**src/rtl/io_pkg.sv**
```systemverilog
// Shared address map, read default and STAT/CTRL bit positions for the MMIO controller.
package io_pkg;

  localparam logic [15:0] IO_LED  = 16'hC000;
  localparam logic [15:0] IO_SW   = 16'hC001;
  localparam logic [15:0] IO_CNT  = 16'hC002;
  localparam logic [15:0] IO_CMP  = 16'hC003;
  localparam logic [15:0] IO_STAT = 16'hC004;
  localparam logic [15:0] IO_CTRL = 16'hC005;

  localparam logic [15:0] RD_DEFAULT = 16'hDEAD;

  localparam int STAT_MATCH    = 0;
  localparam int STAT_SWCHG    = 1;
  localparam int CTRL_EN       = 0;
  localparam int CTRL_AUTO     = 1;
  localparam int CTRL_MATCH_IE = 2;
  localparam int CTRL_SWCHG_IE = 3;

  typedef enum logic [2:0] {
    SEL_LED  = 3'd0,
    SEL_SW   = 3'd1,
    SEL_CNT  = 3'd2,
    SEL_CMP  = 3'd3,
    SEL_STAT = 3'd4,
    SEL_CTRL = 3'd5,
    SEL_NONE = 3'd6
  } io_sel_e;

  // Full 16-bit decode; anything else (including the low 8K) is unmapped.
  function automatic io_sel_e io_decode(input logic [15:0] a);
    io_sel_e s;
    case (a)
      IO_LED:  s = SEL_LED;
      IO_SW:   s = SEL_SW;
      IO_CNT:  s = SEL_CNT;
      IO_CMP:  s = SEL_CMP;
      IO_STAT: s = SEL_STAT;
      IO_CTRL: s = SEL_CTRL;
      default: s = SEL_NONE;
    endcase
    return s;
  endfunction

endpackage

```
**src/rtl/io_timer.sv**
```systemverilog
// Prescaled 16-bit timer with compare: raises a one-cycle match pulse and requests
// an EN clear in one-shot mode.
module io_timer
  import io_pkg::*;
#(
  parameter int PRESCALE = 50
) (
  input  logic        clk,
  input  logic        rst_n,
  input  logic        en,
  input  logic        autoreload,
  input  logic        cnt_we,
  input  logic        cmp_we,
  input  logic        ctrl_we,
  input  logic [15:0] wdata,
  output logic [15:0] cnt,
  output logic [15:0] cmp,
  output logic        match_set,
  output logic        oneshot_clr
);

  localparam int PW = (PRESCALE > 1) ? $clog2(PRESCALE) : 1;
  localparam logic [PW-1:0] PRE_LAST = PW'(PRESCALE - 1);

  logic [PW-1:0] presc_q, presc_d;
  logic [15:0]   cnt_q, cnt_d;
  logic [15:0]   cmp_q, cmp_d;
  logic          tick_s;
  logic          hit_s;

  // Prescaler wrap, compare hit and next timer state; a CNT write wins over the tick.
  always_comb begin
    tick_s      = en && (presc_q == PRE_LAST);
    hit_s       = (cnt_q == cmp_q);
    match_set   = tick_s && hit_s;
    oneshot_clr = match_set && !autoreload;

    if (cnt_we || ctrl_we || !en || tick_s) begin
      presc_d = '0;
    end else begin
      presc_d = presc_q + PW'(1);
    end

    if (cnt_we) begin
      cnt_d = wdata;
    end else if (tick_s && !hit_s) begin
      cnt_d = cnt_q + 16'd1;
    end else if (match_set && autoreload) begin
      cnt_d = 16'h0000;
    end else begin
      cnt_d = cnt_q;
    end

    if (cmp_we) begin
      cmp_d = wdata;
    end else begin
      cmp_d = cmp_q;
    end
  end

  // Timer state registers.
  always_ff @(posedge clk or negedge rst_n) begin
    if (!rst_n) begin
      presc_q <= '0;
      cnt_q   <= 16'h0000;
      cmp_q   <= 16'hFFFF;
    end else begin
      presc_q <= presc_d;
      cnt_q   <= cnt_d;
      cmp_q   <= cmp_d;
    end
  end

  assign cnt = cnt_q;
  assign cmp = cmp_q;

endmodule

```
**src/rtl/mmio_ctrl.sv**
```systemverilog
// CPU-facing MMIO block at 0xC000-0xC005: LEDs, synchronised switches, timer,
// sticky status and control, with a same-cycle read mux.
module mmio_ctrl
  import io_pkg::*;
#(
  parameter int PRESCALE = 50,
  parameter int NUM_SW   = 10,
  parameter int NUM_LED  = 10
) (
  input  logic               clk,
  input  logic               rst_n,
  input  logic [15:0]        addr,
  input  logic               re,
  input  logic               we,
  input  logic [15:0]        wdata,
  output logic [15:0]        rdata,
  input  logic [NUM_SW-1:0]  sw,
  output logic [NUM_LED-1:0] led,
  output logic               irq
);

  io_sel_e            sel_s;
  logic [NUM_LED-1:0] led_q, led_d;
  logic [NUM_SW-1:0]  sync1_q, sync1_d;
  logic [NUM_SW-1:0]  sync2_q, sync2_d;
  logic [NUM_SW-1:0]  sync3_q, sync3_d;
  logic [1:0]         stat_q, stat_d;
  logic [3:0]         ctrl_q, ctrl_d;
  logic               cnt_we_s, cmp_we_s, ctrl_we_s, stat_we_s, led_we_s;
  logic               match_set_s, oneshot_clr_s;
  logic [15:0]        cnt_s, cmp_s;

  assign sel_s = io_decode(addr);

  // Per-register write strobes.
  always_comb begin
    led_we_s  = we && (sel_s == SEL_LED);
    cnt_we_s  = we && (sel_s == SEL_CNT);
    cmp_we_s  = we && (sel_s == SEL_CMP);
    stat_we_s = we && (sel_s == SEL_STAT);
    ctrl_we_s = we && (sel_s == SEL_CTRL);
  end

  io_timer #(
    .PRESCALE (PRESCALE)
  ) u_timer (
    .clk         (clk),
    .rst_n       (rst_n),
    .en          (ctrl_q[CTRL_EN]),
    .autoreload  (ctrl_q[CTRL_AUTO]),
    .cnt_we      (cnt_we_s),
    .cmp_we      (cmp_we_s),
    .ctrl_we     (ctrl_we_s),
    .wdata       (wdata),
    .cnt         (cnt_s),
    .cmp         (cmp_s),
    .match_set   (match_set_s),
    .oneshot_clr (oneshot_clr_s)
  );

  // Next state for LEDs, switch synchroniser, sticky status and control.
  always_comb begin
    sync1_d = sw;
    sync2_d = sync1_q;
    sync3_d = sync2_q;

    if (led_we_s) begin
      led_d = wdata[NUM_LED-1:0];
    end else begin
      led_d = led_q;
    end

    // Hardware sets are OR-ed in after the W1C so a coincident set wins.
    if (stat_we_s) begin
      stat_d = stat_q & ~wdata[1:0];
    end else begin
      stat_d = stat_q;
    end
    if (match_set_s) begin
      stat_d[STAT_MATCH] = 1'b1;
    end else begin
      stat_d[STAT_MATCH] = stat_d[STAT_MATCH];
    end
    if (sync2_q != sync3_q) begin
      stat_d[STAT_SWCHG] = 1'b1;
    end else begin
      stat_d[STAT_SWCHG] = stat_d[STAT_SWCHG];
    end

    if (ctrl_we_s) begin
      ctrl_d = wdata[3:0];
    end else if (oneshot_clr_s) begin
      ctrl_d          = ctrl_q;
      ctrl_d[CTRL_EN] = 1'b0;
    end else begin
      ctrl_d = ctrl_q;
    end
  end

  // Top-level register bank.
  always_ff @(posedge clk or negedge rst_n) begin
    if (!rst_n) begin
      led_q   <= '0;
      sync1_q <= '0;
      sync2_q <= '0;
      sync3_q <= '0;
      stat_q  <= 2'b00;
      ctrl_q  <= 4'h0;
    end else begin
      led_q   <= led_d;
      sync1_q <= sync1_d;
      sync2_q <= sync2_d;
      sync3_q <= sync3_d;
      stat_q  <= stat_d;
      ctrl_q  <= ctrl_d;
    end
  end

  // Same-cycle read mux; shows pre-write contents when re and we coincide.
  always_comb begin
    rdata = RD_DEFAULT;
    if (re) begin
      case (sel_s)
        SEL_LED: begin
          rdata                = 16'h0000;
          rdata[NUM_LED-1:0]   = led_q;
        end
        SEL_SW: begin
          rdata                = 16'h0000;
          rdata[NUM_SW-1:0]    = sync2_q;
        end
        SEL_CNT:  rdata = cnt_s;
        SEL_CMP:  rdata = cmp_s;
        SEL_STAT: rdata = {14'h0000, stat_q};
        SEL_CTRL: rdata = {12'h000, ctrl_q};
        default:  rdata = RD_DEFAULT;
      endcase
    end else begin
      rdata = RD_DEFAULT;
    end
  end

  assign led = led_q;
  assign irq = (stat_q[STAT_MATCH] & ctrl_q[CTRL_MATCH_IE]) |
               (stat_q[STAT_SWCHG] & ctrl_q[CTRL_SWCHG_IE]);

endmodule
```
**config.mk**
```make
export PLATFORM = sky130hd
export DESIGN_NAME = mmio_ctrl
export DESIGN_NICKNAME = d
export VERILOG_FILES = /design/src/rtl/io_pkg.sv /design/src/rtl/io_timer.sv /design/src/rtl/mmio_ctrl.sv
export SDC_FILE = /design/constraint.sdc
export NUM_CORES = 1
export LEC_CHECK = 0
export BUFFER_PORTS_ARGS = -buffer_cell sky130_fd_sc_hd__buf_2
export CORE_MARGIN = 1.5
export CORE_UTILIZATION = 35
export DETAILED_ROUTE_END_ITERATION = 6
export PLACE_DENSITY_LB_ADDON = 0.12
export SYNTH_ARGS = -nofsm -noshare
export SYNTH_HDL_FRONTEND = slang
export SYNTH_HIERARCHICAL = 1
export SYNTH_SLANG_ARGS = --single-unit
```
**constraint.sdc**
```tcl
create_clock -name clk -period 3.4 [get_ports clk]
set_clock_uncertainty 0.05 [all_clocks]
set_input_delay 0.17 -clock clk [delete_from_list [all_inputs] [get_ports clk]]
set_output_delay 0.17 -clock clk [all_outputs]
set_load 0.05 [all_outputs]
```
==> results.yml, run 1 <==
floorplan:
  rows: 40
  io_pins: 73
  die_w_um: 115.7
  die_y_um: 115.7
  die_area_sq_mm: 0.01338
  start_util: 0.3638
  coreArea_sq_mm: 0.01221
place:
  dp_hpwl_um: 8746
  gp_congestion: 0.8254
  placed_area_sq_mm: 0.004974
  preCtsSetupSlack_ps: 512.5
  io_buffers: 72
  placed_cells: 631
logic_synthesis:
  synth_edf_count: 0
  yosysMostFrequentCell: "dfrtp_1"
  ys_seq_area_frac: 0.4776
  synth_cell_types: 66
  synth_top_area_share: 0.3830
  syn-cell-area_sq_mm: 0.004443
  ys_async_sr_fraction: 1.000
  synth-seq-cells: 84
  yosysTopAreaCell: "dfrtp_1"
  synth_flop_cell: "dfrtp_1"
  yosys_warnings: 6
  syn-num-nets: 452
  synth_area_leaders: "dfrtp_1, dfstp_2, mux2_2"
  synthCells: 402
  synth_area_per_cell_sq_um: 11.05
  ys_top_cells_by_count: "dfrtp_1, nand2_1, o21ai_0"
timing:
  hold_viol: 21
  setup_tns_ps: 0
  rsz0062_at_grt: "no"
  fmax_mhz: 366.5
  tightest_slew_ps: 1083
  max-slew-margin-rel: 0.2777
  whs_ps: -16.32
  finalSetupViolCount: 0
  min_period_over_period: 0.8024
  slew_violations: 0
  setup_ws_ps: 671.7
  period_minus_slack_ps: 2728
critical_path:
  path_cells: "buf_2 > nor4_4 > and4_4 > nand2_1 > ha_1 > nand2b_1 > or2_1 > buf_4 > a2bb2oi_1 > a21oi_1 > buf_2"
  critPathMostFrequentCell: "buf_2"
  slowest_stage: "nor4_4"
  critPathCaptureType: "primary output"
  arrival_ps: 2510
  start_kind: "input pin"
  crit_fanout: 15
  rrSetupSlack_ps: 880
  critPathKind: "input pin to primary output"
  critPathMaxStageDelay_ps: 320
  r2r_end: "u_timer/cnt[7]$_DFFE_PN0P_"
  r2r_cells: 7
  r2r_start: "u_timer/presc_q[1]$_DFF_PN0_"
  cp.required_ps: 3180
route:
  post_drt_wl_per_cell_um: 18.38
  drt-initial-drc-count: 232
  vias: 3453
  vias_per_cell: 5.256
  drc: 0
  dr.pass1.iters: 4
  ant_nets: 0
  totalWireLength_um: 12080
global_routing:
  grt_usage: 0.1855
  antenna_found_initial: 0
  grt_max_degree: 85
  grt_pass1_vias: 3393
  grt-ovfl-total: 0
  grt_pass1_wl_um: 18680
clock_network:
  cts_buffers: 9
  cts.sinks: 84
  cts_resized: 0
  clock_tree.buffer_depth: 2
  cts.htree.levels: 3
  cts_tree: "yes"
  clkTransAtPathRegs_ps: 70
  root_buffer: "clkbuf_16"
  insertion_delay_ps: 330
power:
  swShare: 0.2514
  p_seq_frac: 0.486
  cellPowerDensity_mw_per_mm2: 394.6
  ir_drop_v: 0.0002921
  pwr-share-comb: 0.052
  clkPwrFrac: 0.462
  p_int_mw: 1.586
  p_leak_nw: 2.329
  switchingPower_uw: 532.6
final_layout:
  fillers: 1199
  syn2layout_area_growth_pct: 20.87
  fin_cells: 657
  nets: 534
  post-route-cell-area_sq_mm: 0.005370
  drive_above_1_share: 0.3170
  final_util: 0.4398
  antenna_cells: 0
min_path:
  hold_path.class: "input pin to async pin"
status:
  violations: "hold timing"
  outcome: "complete, but fails checks"
flow_run:
  drv_cap: 0
cell usage in the layout, fill, tap and decap left out, types with 5 or more instances in the layout:
master | Yosys | final
o21ai_0 | 25 | 25
nor3_1 | 7 | 7
buf_2 | 5 | 71
nor4_1 | 5 | 5
xor2_1 | 22 | 22
a2bb2oi_1 | 5 | 5
a21oi_1 | 9 | 9
dlygate4sd3_1 | 0 | 10
dfstp_2 | 16 | 16
mux2_4 | 10 | 10
nand3_1 | 14 | 14
mux2_2 | 19 | 19
inv_1 | 12 | 12
nand4_1 | 7 | 7
nor2_1 | 18 | 17
mux2i_1 | 17 | 17
buf_4 | 1 | 7
dfrtp_1 | 68 | 68
and3_1 | 6 | 6
nand2b_1 | 6 | 6
clkbuf_16 | 0 | 9
nand2_1 | 30 | 30
xnor2_1 | 12 | 12
metal layers:
metal  wire [um]  up-vias  global-route usage  part of all wire
met5           0        -                   0                 0
met2        5673       91              0.2990              0.47
met3         682        8             0.02772             0.056
met1        5635     1728              0.2644              0.47
met4          84        0             0.04472            0.0070
li1            -     1626                   -                 -
power groups by stage:
stage	logic, mW	clock network [mW]	registers (mW)
6_report	0.111	0.979	1.03
3_5_place_dp	0.105	0	1.05
5_1_grt	0.122	1.05	1.03
3_3_place_gp	0.104	0	1.05
2_1_floorplan	0.0343	0	1.05
4_1_cts	0.114	1.01	1.03
flip-flops by register name (all words and copies together), names as in the netlist:
| signal | flops |
|---|---|
| sync3_q | 10 |
| sync1_q | 10 |
| u_timer/cmp | 16 |
| stat_q | 2 |
| sync2_q | 10 |
| u_timer/cnt | 16 |
| ctrl_q | 4 |
| led | 10 |
| u_timer/presc_q | 6 |
worst max-delay path: cells and delay by family:
family / cells / cell delay, ps
AOI/OAI and AO/OA: 2 / 350
adders and majority gates: 1 / 260
buffers and inverters: 3 / 610
and+or+nand+nor: 5 / 1090
logic make-up after synthesis:
kind of cell	share of synthesized area
simple gates	0.1605
flops	0.4776
compound gates	0.1329
mux	0.1202
xor+xnor	0.06702
buf+inv	0.03041
fa+ha+maj	0.01126
worst max-delay path by stage:
stage               startpoint                    endpoint  slack, ps  cells past startpoint
floorplan              addr[9]                   rdata[10]        380                      9
global placement       addr[9]  u_timer/cnt[2]$_DFFE_PN0P_        610                     12
detailed placement     addr[9]  u_timer/cnt[4]$_DFFE_PN0P_        510                     12
CTS                    addr[7]                    rdata[6]        660                     11
global route           addr[3]                    rdata[8]        510                     11
finish                 addr[9]                    rdata[8]        670                     11
per-stage QoR:
| stage | power (mW) | hold slack, ps |
|---|---|---|
| floorplan | 1.079 | -175.6 |
| global route | 2.206 | 25.94 |
| global placement | 1.152 | 228.2 |
| detailed placement | 1.153 | 229.3 |
| CTS | 2.151 | 8.323 |
| finish | 2.119 | -16.32 |
timing repair:
action,in CTS,in global routing
setup buffers,0,0
hold endpoints to repair,10,0
endpoints found under the setup margin,0,0
hold buffers,10,0
final cells by class:
cell class | instances | area (sq um) | share of cell area
Multi-Input combinational cell | 289 | 2188 | 0.4075
Inverter | 12 | 45.04 | 0.008388
Tap cell | 168 | 210.2 | 0.03914
Clock inverter | 7 | 71.32 | 0.01328
Timing Repair Buffer | 88 | 508.0 | 0.09459
Sequential cell | 84 | 2122 | 0.3952
Clock buffer | 9 | 225.2 | 0.04194
Power figures use the tool's default switching activity.
==> inputs of run 2 (changes only) <==
==> constraint.sdc (replaced) <==
create_clock -name clk -period 2.3 [get_ports clk]
set_clock_uncertainty 0.05 [all_clocks]
set_input_delay 0.115 -clock clk [delete_from_list [all_inputs] [get_ports clk]]
set_output_delay 0.115 -clock clk [all_outputs]
set_load 0.05 [all_outputs]
==> run 2 against run 1 <==
  * The run ends with setup timing left
  * Critical path depth unchanged
  * Setup slack lost 690 ps
  * Via count grew 7.8%
  * Highest routed layer unchanged
==> results.yml, run 2 (synthesized netlist as in run 1, its figures left out) <==
critical_path:
  critPathKind: "input pin to primary output"
  cp.buffers_inverters: 3
  arrival_ps: 2150
  path_cells: "buf_2 > nor4_4 > and4_4 > nand2_4 > ha_4 > nand2b_4 > or2_4 > buf_12 > a2bb2oi_2 > a21oi_2 > buf_6"
  slowest_stage: "and4_4"
  critPathCaptureType: "primary output"
  cp_top_family: "simple AND/OR/NAND/NOR gates"
  rrSetupSlack_ps: 100
  critPathMaxStageDelay_ps: 310
  cp.required_ps: 2130
  crit_fanout: 5
  start_kind: "input pin"
global_routing:
  grt_pass1_vias: 3841
  grt_max_degree: 40
  grt_pass1_wl_um: 20620
  grt-ovfl-total: 0
  antenna_found_initial: 0
  grt_usage: 0.2065
floorplan:
  die_area_sq_mm: 0.01338
  io_pins: 73
  rows: 40
  die_w_um: 115.7
  die_y_um: 115.7
  start_util: 0.3638
  coreArea_sq_mm: 0.01221
final_layout:
  syn2layout_area_growth_pct: 40.83
  fillers: 1135
  drive_above_1_share: 0.4201
  final_cell_mix: "dfrtp_1, buf_4, buf_2"
  fin_cells: 725
  layout_commonest_cell: "dfrtp_1"
  antenna_cells: 0
  nets: 603
power:
  clkPwrFrac: 0.481
  ir_drop_v: 0.0004722
  cellPowerDensity_mw_per_mm2: 532.9
  p_seq_frac: 0.457
  p_leak_nw: 2.787
  pwr-share-comb: 0.062
  switchingPower_uw: 748.1
  swShare: 0.2243
  p_int_mw: 2.587
timing:
  finalSetupViolCount: 1
  setup_ws_ps: -13.39
  rsz0062_at_grt: "yes"
  hold_viol: 0
  tightest_slew_ps: 585.6
  period_minus_slack_ps: 2313
  min_period_over_period: 1.006
  max-slew-margin-rel: 0.6081
  fmax_mhz: 432.3
  slew_violations: 0
clock_network:
  insertion_delay_ps: 350
  clock_tree.buffer_depth: 2
  cts.sinks: 84
  root_buffer: "clkbuf_16"
  cts.htree.levels: 3
  cts_tree: "yes"
  cts_buffers: 9
  clkTransAtPathRegs_ps: 60
place:
  io_buffers: 72
  placed_cells: 680
  gp_congestion: 0.8415
  preCtsSetupSlack_ps: -175.0
  dp_hpwl_um: 9321
route:
  dr.pass1.iters: 4
  drt-initial-drc-count: 196
  drc: 0
  vias: 3721
  totalWireLength_um: 13040
  vias_per_cell: 5.132
  ant_nets: 0
  post_drt_wl_per_cell_um: 17.99
status:
  violations: "setup timing"
  outcome: "complete, but fails checks"
flow_run:
  drv_cap: 0
min_path:
  hold_path.class: "input pin to register"
run 2: worst paths after layout:
check / cells after the start / startpoint / to
setup reg to reg: 6 / u_timer/cmp[12]$_DFFE_PN1P_ / u_timer/cnt[7]$_DFFE_PN0P_
hold / removal: 2 / wdata[5] / led[5]$_DFFE_PN0P_
hold reg to reg: 0 / sync1_q[0]$_DFF_PN0_ / sync2_q[0]$_DFF_PN0_
setup / recovery: 11 / addr[6] / rdata[4]
max in group asynchronous: 3 / rst_n / u_timer/cmp[0]$_DFFE_PN1P_
min in group asynchronous: 2 / rst_n / sync1_q[4]$_DFF_PN0_
run 2: final cells by class:
| class | count | area (sq um) | area share |
|---|---|---|---|
| sequential | 84 | 2122 | 0.3391 |
| multi-input combinational | 289 | 2351 | 0.3757 |
| clock buffer | 10 | 239.0 | 0.03819 |
| clock inverter | 5 | 86.33 | 0.01380 |
| inverter | 12 | 45.04 | 0.007199 |
| timing repair buffer | 157 | 1204 | 0.1924 |
| tap | 168 | 210.2 | 0.03359 |
run 2: through the flow:
stage | TNS, ps | instance area, sq um | utilization | hold slack (ps) | total power [mW]
after floorplan | -2987 | 4588 | - | -230.6 | 1.598
after CTS | 0 | 6037 | 0.4944 | 1.372 | 3.366
after global routing | -312.3 | 6257 | 0.5124 | 3.686 | 3.451
final | -13.39 | 6257 | 0.5124 | 8.024 | 3.335
after global placement | -2730 | 5436 | 0.4452 | 80.03 | 1.721
after detailed placement | -4506 | 5436 | 0.4452 | 75.86 | 1.721
run 2: worst reg2reg max path: stages (launching register included):
cell and delay, ps:
dfstp_2 550, xor2_1 280, nor4_1 140, and4_1 320, buf_4 200, or4b_1 500, o211ai_2 80
run 2: timing repair:
| item | in CTS | in global routing |
|---|---|---|
| setup endpoints to repair | 13 | 24 |
| pin swaps | 0 | 15 |
| buffers inserted | 0 | 7 |
| gates resized for setup | 17 | 32 |
| gates cloned | 0 | 1 |
| hold endpoints to repair | 59 | 0 |
| hold buffers | 22 | 0 |
run 2: power by group through the flow:
stage	sequential (mW)	clock, mW	combinational, mW
after floorplan	1.55	0	0.0529
after global placement	1.55	0	0.173
final	1.52	1.61	0.207
after global routing	1.52	1.70	0.226
after detailed placement	1.55	0	0.173
after CTS	1.52	1.64	0.203
run 2: routing by layer:
metal | GRT usage | wire (um) | vias up
li1 | - | - | 1770
met1 | 0.2697 | 5871 | 1843
met2 | 0.3400 | 6312 | 92
met3 | 0.04027 | 652 | 16
met4 | 0.08049 | 202 | 0
met5 | 0 | 0 | -
